## src/rtl/elevator_ctrl.sv

```systemverilog
// Four-floor SCAN elevator sequencer: latches call buttons, times floor travel (MOVE_TICKS) and door dwell (DOOR_TICKS).
// All outputs are flops (one-cycle latency from req to pending); calls are always accepted, no backpressure.
module elevator_ctrl #(
    parameter int MOVE_TICKS = 50_000_000,
    parameter int DOOR_TICKS = 100_000_000,
    parameter int CNT_W      = 27
) (
    input  logic       clk,
    input  logic       rst,
    input  logic [3:0] req,
    output logic [1:0] floor,
    output logic [1:0] state,
    output logic       door_open,
    output logic [3:0] pending
);
    typedef enum logic [1:0] {
        S_IDLE = 2'd0,
        S_UP   = 2'd1,
        S_DOWN = 2'd2,
        S_DOOR = 2'd3
    } state_t;

    localparam logic [CNT_W-1:0] MOVE_LOAD = CNT_W'(MOVE_TICKS - 1);
    localparam logic [CNT_W-1:0] DOOR_LOAD = CNT_W'(DOOR_TICKS - 1);
    localparam logic [CNT_W-1:0] TIMER_ONE = CNT_W'(1);

    state_t           state_q, state_d, move_d;
    logic [1:0]       floor_q, floor_d, nf, dec_floor;
    logic [3:0]       pending_q, pending_d, clr;
    logic [CNT_W-1:0] timer_q, timer_d;
    logic             dir_q, dir_d;
    logic             door_q;
    logic             above, below, here, moving;

    function automatic logic [3:0] mask_above(input logic [1:0] f);
        case (f)
            2'd0:    return 4'b1110;
            2'd1:    return 4'b1100;
            2'd2:    return 4'b1000;
            default: return 4'b0000;
        endcase
    endfunction

    function automatic logic [3:0] mask_below(input logic [1:0] f);
        case (f)
            2'd0:    return 4'b0000;
            2'd1:    return 4'b0001;
            2'd2:    return 4'b0011;
            default: return 4'b0111;
        endcase
    endfunction

    function automatic state_t pick_move(input logic a, input logic b, input logic up);
        if (a && b) return up ? S_UP : S_DOWN;
        if (a)      return S_UP;
        if (b)      return S_DOWN;
        return S_IDLE;
    endfunction

    // While moving, every decision is made against the floor being arrived at.
    assign moving    = (state_q == S_UP) || (state_q == S_DOWN);
    assign nf        = (state_q == S_UP) ? floor_q + 2'd1 : floor_q - 2'd1;
    assign dec_floor = moving ? nf : floor_q;
    assign above     = |(pending_q & mask_above(dec_floor));
    assign below     = |(pending_q & mask_below(dec_floor));
    assign here      = pending_q[dec_floor];
    assign move_d    = pick_move(above, below, dir_q);

    always_comb begin
        state_d = state_q;
        floor_d = floor_q;
        timer_d = timer_q;
        dir_d   = dir_q;
        case (state_q)
            S_IDLE: begin
                if (here) begin
                    state_d = S_DOOR;
                    timer_d = DOOR_LOAD;
                end else begin
                    state_d = move_d;
                    if (move_d != S_IDLE) begin
                        timer_d = MOVE_LOAD;
                        dir_d   = (move_d == S_UP);
                    end
                end
            end
            S_UP, S_DOWN: begin
                if (timer_q != '0) begin
                    timer_d = timer_q - TIMER_ONE;
                end else begin
                    floor_d = nf;
                    if (here) begin
                        state_d = S_DOOR;
                        timer_d = DOOR_LOAD;
                    end else begin
                        state_d = move_d;
                        if (move_d != S_IDLE) begin
                            timer_d = MOVE_LOAD;
                            dir_d   = (move_d == S_UP);
                        end
                    end
                end
            end
            S_DOOR: begin
                // A press at the open floor re-opens the door instead of latching a call.
                if (req[floor_q]) begin
                    timer_d = DOOR_LOAD;
                end else if (timer_q != '0) begin
                    timer_d = timer_q - TIMER_ONE;
                end else begin
                    state_d = move_d;
                    if (move_d != S_IDLE) begin
                        timer_d = MOVE_LOAD;
                        dir_d   = (move_d == S_UP);
                    end
                end
            end
        endcase
    end

    assign clr       = ((state_q == S_DOOR) || (state_d == S_DOOR)) ? (4'b0001 << dec_floor) : 4'b0000;
    assign pending_d = (pending_q | req) & ~clr;

    always_ff @(posedge clk or posedge rst) begin
        if (rst) begin
            state_q   <= S_IDLE;
            floor_q   <= 2'd0;
            pending_q <= 4'b0000;
            timer_q   <= '0;
            dir_q     <= 1'b1;
            door_q    <= 1'b0;
        end else begin
            state_q   <= state_d;
            floor_q   <= floor_d;
            pending_q <= pending_d;
            timer_q   <= timer_d;
            dir_q     <= dir_d;
            door_q    <= (state_d == S_DOOR);
        end
    end

    assign floor     = floor_q;
    assign state     = state_q;
    assign door_open = door_q;
    assign pending   = pending_q;
endmodule

```

## config.mk

```make
export PLATFORM = sky130hd
export DESIGN_NAME = elevator_ctrl
export DESIGN_NICKNAME = d
export VERILOG_FILES = /design/src/rtl/elevator_ctrl.sv
export SDC_FILE = /design/constraint.sdc
export NUM_CORES = 1
export LEC_CHECK = 0
export CAP_MARGIN = 20
export CORE_ASPECT_RATIO = 1.75
export CORE_MARGIN = 2
export CORE_UTILIZATION = 28
export CTS_CLUSTER_DIAMETER = 120
export CTS_CLUSTER_SIZE = 8
export DETAILED_ROUTE_END_ITERATION = 8
export PLACE_DENSITY_LB_ADDON = 0.1
export SYNTH_ARGS = -nofsm -noshare
export SYNTH_HDL_FRONTEND = slang
export SYNTH_SLANG_ARGS = --single-unit
```

## constraint.sdc

```tcl
create_clock -name clk -period 7.6 [get_ports clk]
set_input_delay 1.14 -clock clk [delete_from_list [all_inputs] [get_ports clk]]
set_output_delay 1.14 -clock clk [all_outputs]
set_load 0.05 [all_outputs]
```

==> key figures <==
Synthesis
  • Proportion of register bits with asynchronous set or reset after synthesis: 1.00
  • Post-synthesis instance area: 2600 µm²
  • Synth warn: 0
  • Post-synthesis area per instance: 8.29 µm²
  • Count of unique library cells instantiated by Yosys: 63
  • Synth Net Count: 324
  • FF+latch count, synth: 37
  • Primary FF master, synth: sky130_fd_sc_hd__dfrtp_1
  • Register area share after synthesis: 0.356
  • Cells after synthesis: 314
  • EDFF count, synth: 0

Pwr
  • Overall power after layout: 467 µW
  • P per Cell Area: 157 nW/µm²
  • Fraction of power consumed by the clock network: 0.535
  • Portion of total power attributed to combinational logic: 0.038
  • Net switching power: 98.7 µW
  • Switching share of total power: 0.211
  • Static leakage power: 0.00107 µW
  • Internal Dissipation: 369 µW
  • Peak ir drop on the vdd network: 0.0000883 V
  • Flop pwr share: 0.427

Finish
  • Net count of the finished layout: 329
  • Diodes inserted: 0
  • Final instance area: 2980 µm²
  • Layout Area Growth over Synthesis: 14.7%
  • Fraction of layout cells with a size suffix above 1: 0.0844

Die
  • Core area: 9040 µm²
  • Initial core utilization: 0.288
  • Num ports: 15
  • Die height: about 130 µm
  • Die extent in x: 76.9 µm
  • Floorplan die area: around 10000 µm²
  • Standard-cell rows: 46

STA
  • Transition time at the pin with the least slew margin: 0.897 ns
  • Setup repair after global routing missed its margin: false
  • Final-report max-slew violation count: 0
  • Number of setup violations in the final report: 0
  • Layout Skew: ~0.0046 ns
  • Endpoints failing hold: 0
  • Minimum clock period: 3.67 ns
  • Worst setup margin: 3.93 ns
  • Maximum clock rate: 272 MHz
  • Share of the cycle needed by the critical path after routing: 0.483
  • Summed negative setup slack over all endpoints: 0 ns
  • Max_slew headroom: 0.400

Global route
  • GR Util All Layers: 0.174
  • Wire length of the first global-routing pass: 13500 µm
  • Global-route track usage on met3: 0.0206
  • Busiest grt layer: met2
  • Met1 track demand over resource in global routing: 0.169
  • Number of antenna violations at the first check in global routing: 0
  • Pin count of the biggest net entering global routing: 38
  • Residual overflow from global routing: 0
  • Vias in the first global route: 2460
  • Met2 Use GR: 0.340

Clock network
  • Library cell used as clock root buffer: sky130_fd_sc_hd__clkbuf_16
  • Post-CTS setup buffer count: 0
  • Clock latency on the worst-skew pair: between 0.2 and 0.3 ns
  • Number of buffers on the longest clock path: 2
  • Sinks on the clock net: 37
  • TritonCTS Buffers: 5
  • # resized after CTS: 0
  • CTS tree: yes
  • Hold-fix buffer count after cts: 0
  • Worst-path clk slew: 0.06 ns
  • Number of H-tree levels: 2

Setup path
  • Endpoint required time on the critical path: 7.69 ns
  • Nature of the critical path endpoint: flop
  • CP Launch Type: flop
  • Reg-to-reg startpoint: state[0]$_DFF_PP0_
  • Arrival time at the worst endpoint: approximately 3.8 ns
  • Startpoint-to-endpoint class of the critical path: flop to flop
  • Crit path max fanout: 21
  • Number of cells on the worst reg-to-reg path: 7
  • Reg2reg setup slack: 3.93 ns
  • Endpoint of the worst-slack reg-to-reg timing path: timer_q[13]$_DFF_PP0_

Placement
  • Area after detailed placement: about 2800 µm²
  • Count of input and output buffers: 14
  • DPL Wire Length: about 6400 µm
  • Post-Place Setup Slack: 3.60 ns
  • RD Place Congestion: slightly below 0.8

Min path
  • Worst Hold Class: flop to flop
  • WHS Endpoint: timer_q[7]$_DFF_PP0_
  • Cells on Worst Hold Path: 2
  • Critical hold path startpoint: timer_q[7]$_DFF_PP0_

Status
  • Outcome: finished clean

Routing
  • Remaining antenna violation count after routing: 0
  • Drc violations: 0
  • Total wirelength of the detailed-routed design: between 8000 and 9000 µm
  • Vias: roughly 2500
  • Mean routed wirelength per cell: 19.4 µm
  • First-pass DRT Iterations: 4
  • Initial DRC count: 154
  • Detailed-route vias per instance: roughly 5.7

Flow run
  • Maximum Capacitance Violations: 0
[layout make-up]
cell class	instances	area (µm²)
fill	989	6050
multi-input combinational	246	1530
sequential	37	927
tap	120	150
timing repair buffer	15	148
clock buffer	7	143
inverter	14	52.6
clock inverter	1	30.0
[cells in the mapped netlist (all sizes together) (4+ instances only)]
cell,instances,area (µm²)
o311ai,9,78.8
nor2b,11,68.8
nor2,36,140
o31ai,5,61.3
nand2b,4,25.0
a21oi,14,70.1
nor4,5,37.5
o221ai,5,43.8
dfrtp,36,901
nand3,7,35.0
or3,10,67.6
nand2,22,82.6
a21o,5,38.8
o21ai,38,190
inv,13,48.8
nor3,23,131
buf,13,73.8
ha,4,50.1
clkbuf,4,15.0
[layout by cell type (no fill, tap or decap), drive strengths merged, types with 9 or more instances in the layout]
| master | Yosys | routed |
|---|---|---|
| o311ai | 9 | 9 |
| o21ai | 38 | 38 |
| nand2 | 22 | 22 |
| a21oi | 14 | 14 |
| nor3 | 23 | 23 |
| nor2 | 36 | 36 |
| inv | 13 | 13 |
| or3 | 10 | 10 |
| clkdlybuf4s50 | 0 | 14 |
| nor2b | 11 | 11 |
| dfrtp | 36 | 36 |
[how the worst max path moves through the flow]
stage / from / end / slack [ns] / cells after the start
3_3_place_gp: req[0] / pending[1]$_DFF_PP0_ / 3.61 / 8
3_5_place_dp: req[0] / pending[1]$_DFF_PP0_ / 3.60 / 8
4_1_cts: req[0] / pending[1]$_DFF_PP0_ / 3.88 / 8
5_1_grt: state[0]$_DFF_PP0_ / timer_q[13]$_DFF_PP0_ / 3.53 / 7
6_report: state[0]$_DFF_PP0_ / timer_q[13]$_DFF_PP0_ / 3.93 / 7
2_1_floorplan: state[1]$_DFF_PP0_ / pending[0]$_DFF_PP0_ / 4.57 / 10
[power by group through the flow]
stage	logic, µW	registers (µW)	clock network (µW)
finish	17.8	200	250
global route	20.4	199	265
CTS	18.3	199	257
detailed placement	18.3	203	0
global placement	18.4	203	0
floorplan	10.9	203	0
[cells by family (layout without fill, tap and decap cells)]
| group | Yosys count | count (layout) | synth area share |
|---|---|---|---|
| DFF | 37 | 37 | 0.356 |
| AOI/OAI and AO/OA | 99 | 99 | 0.259 |
| muxes | 4 | 4 | 0.0212 |
| adders and majority gates | 4 | 4 | 0.0192 |
| buffers and inverters | 31 | 37 | 0.0543 |
| and+or+nand+nor | 134 | 134 | 0.274 |
| xor gates and xnor gates | 5 | 5 | 0.0168 |
[critical path, stage by stage (launching register included)]
cell	delay [ns]
sky130_fd_sc_hd__dfrtp_1	0.41
sky130_fd_sc_hd__inv_1	0.07
sky130_fd_sc_hd__ha_1	0.72
sky130_fd_sc_hd__o221ai_1	0.36
sky130_fd_sc_hd__a32oi_1	0.37
sky130_fd_sc_hd__nand2_1	0.39
sky130_fd_sc_hd__a21oi_1	0.84
sky130_fd_sc_hd__o311ai_0	0.30
[registers in the layout (all words and copies together) (netlist names)]
register	count
dir_q	1
door_open	1
floor	2
pending	4
state	2
timer_q	27
[per-stage QoR]
step | std cells | util | hold WS, ns
3_3_place_gp | 432 | 0.311 | 0.469
4_1_cts | 440 | 0.330 | 0.487
6_report | 440 | 0.330 | 0.485
2_1_floorplan | 314 | - | 0.439
5_1_grt | 440 | 0.330 | 0.512
3_5_place_dp | 432 | 0.311 | 0.469
[metal layers]
metal	up-vias	wire (µm)
li1	1177	-
met1	1244	3100
met2	47	4790
met3	21	206
met4	0	437
met5	-	0
No activity file was read; power rests on OpenSTA's default activity.
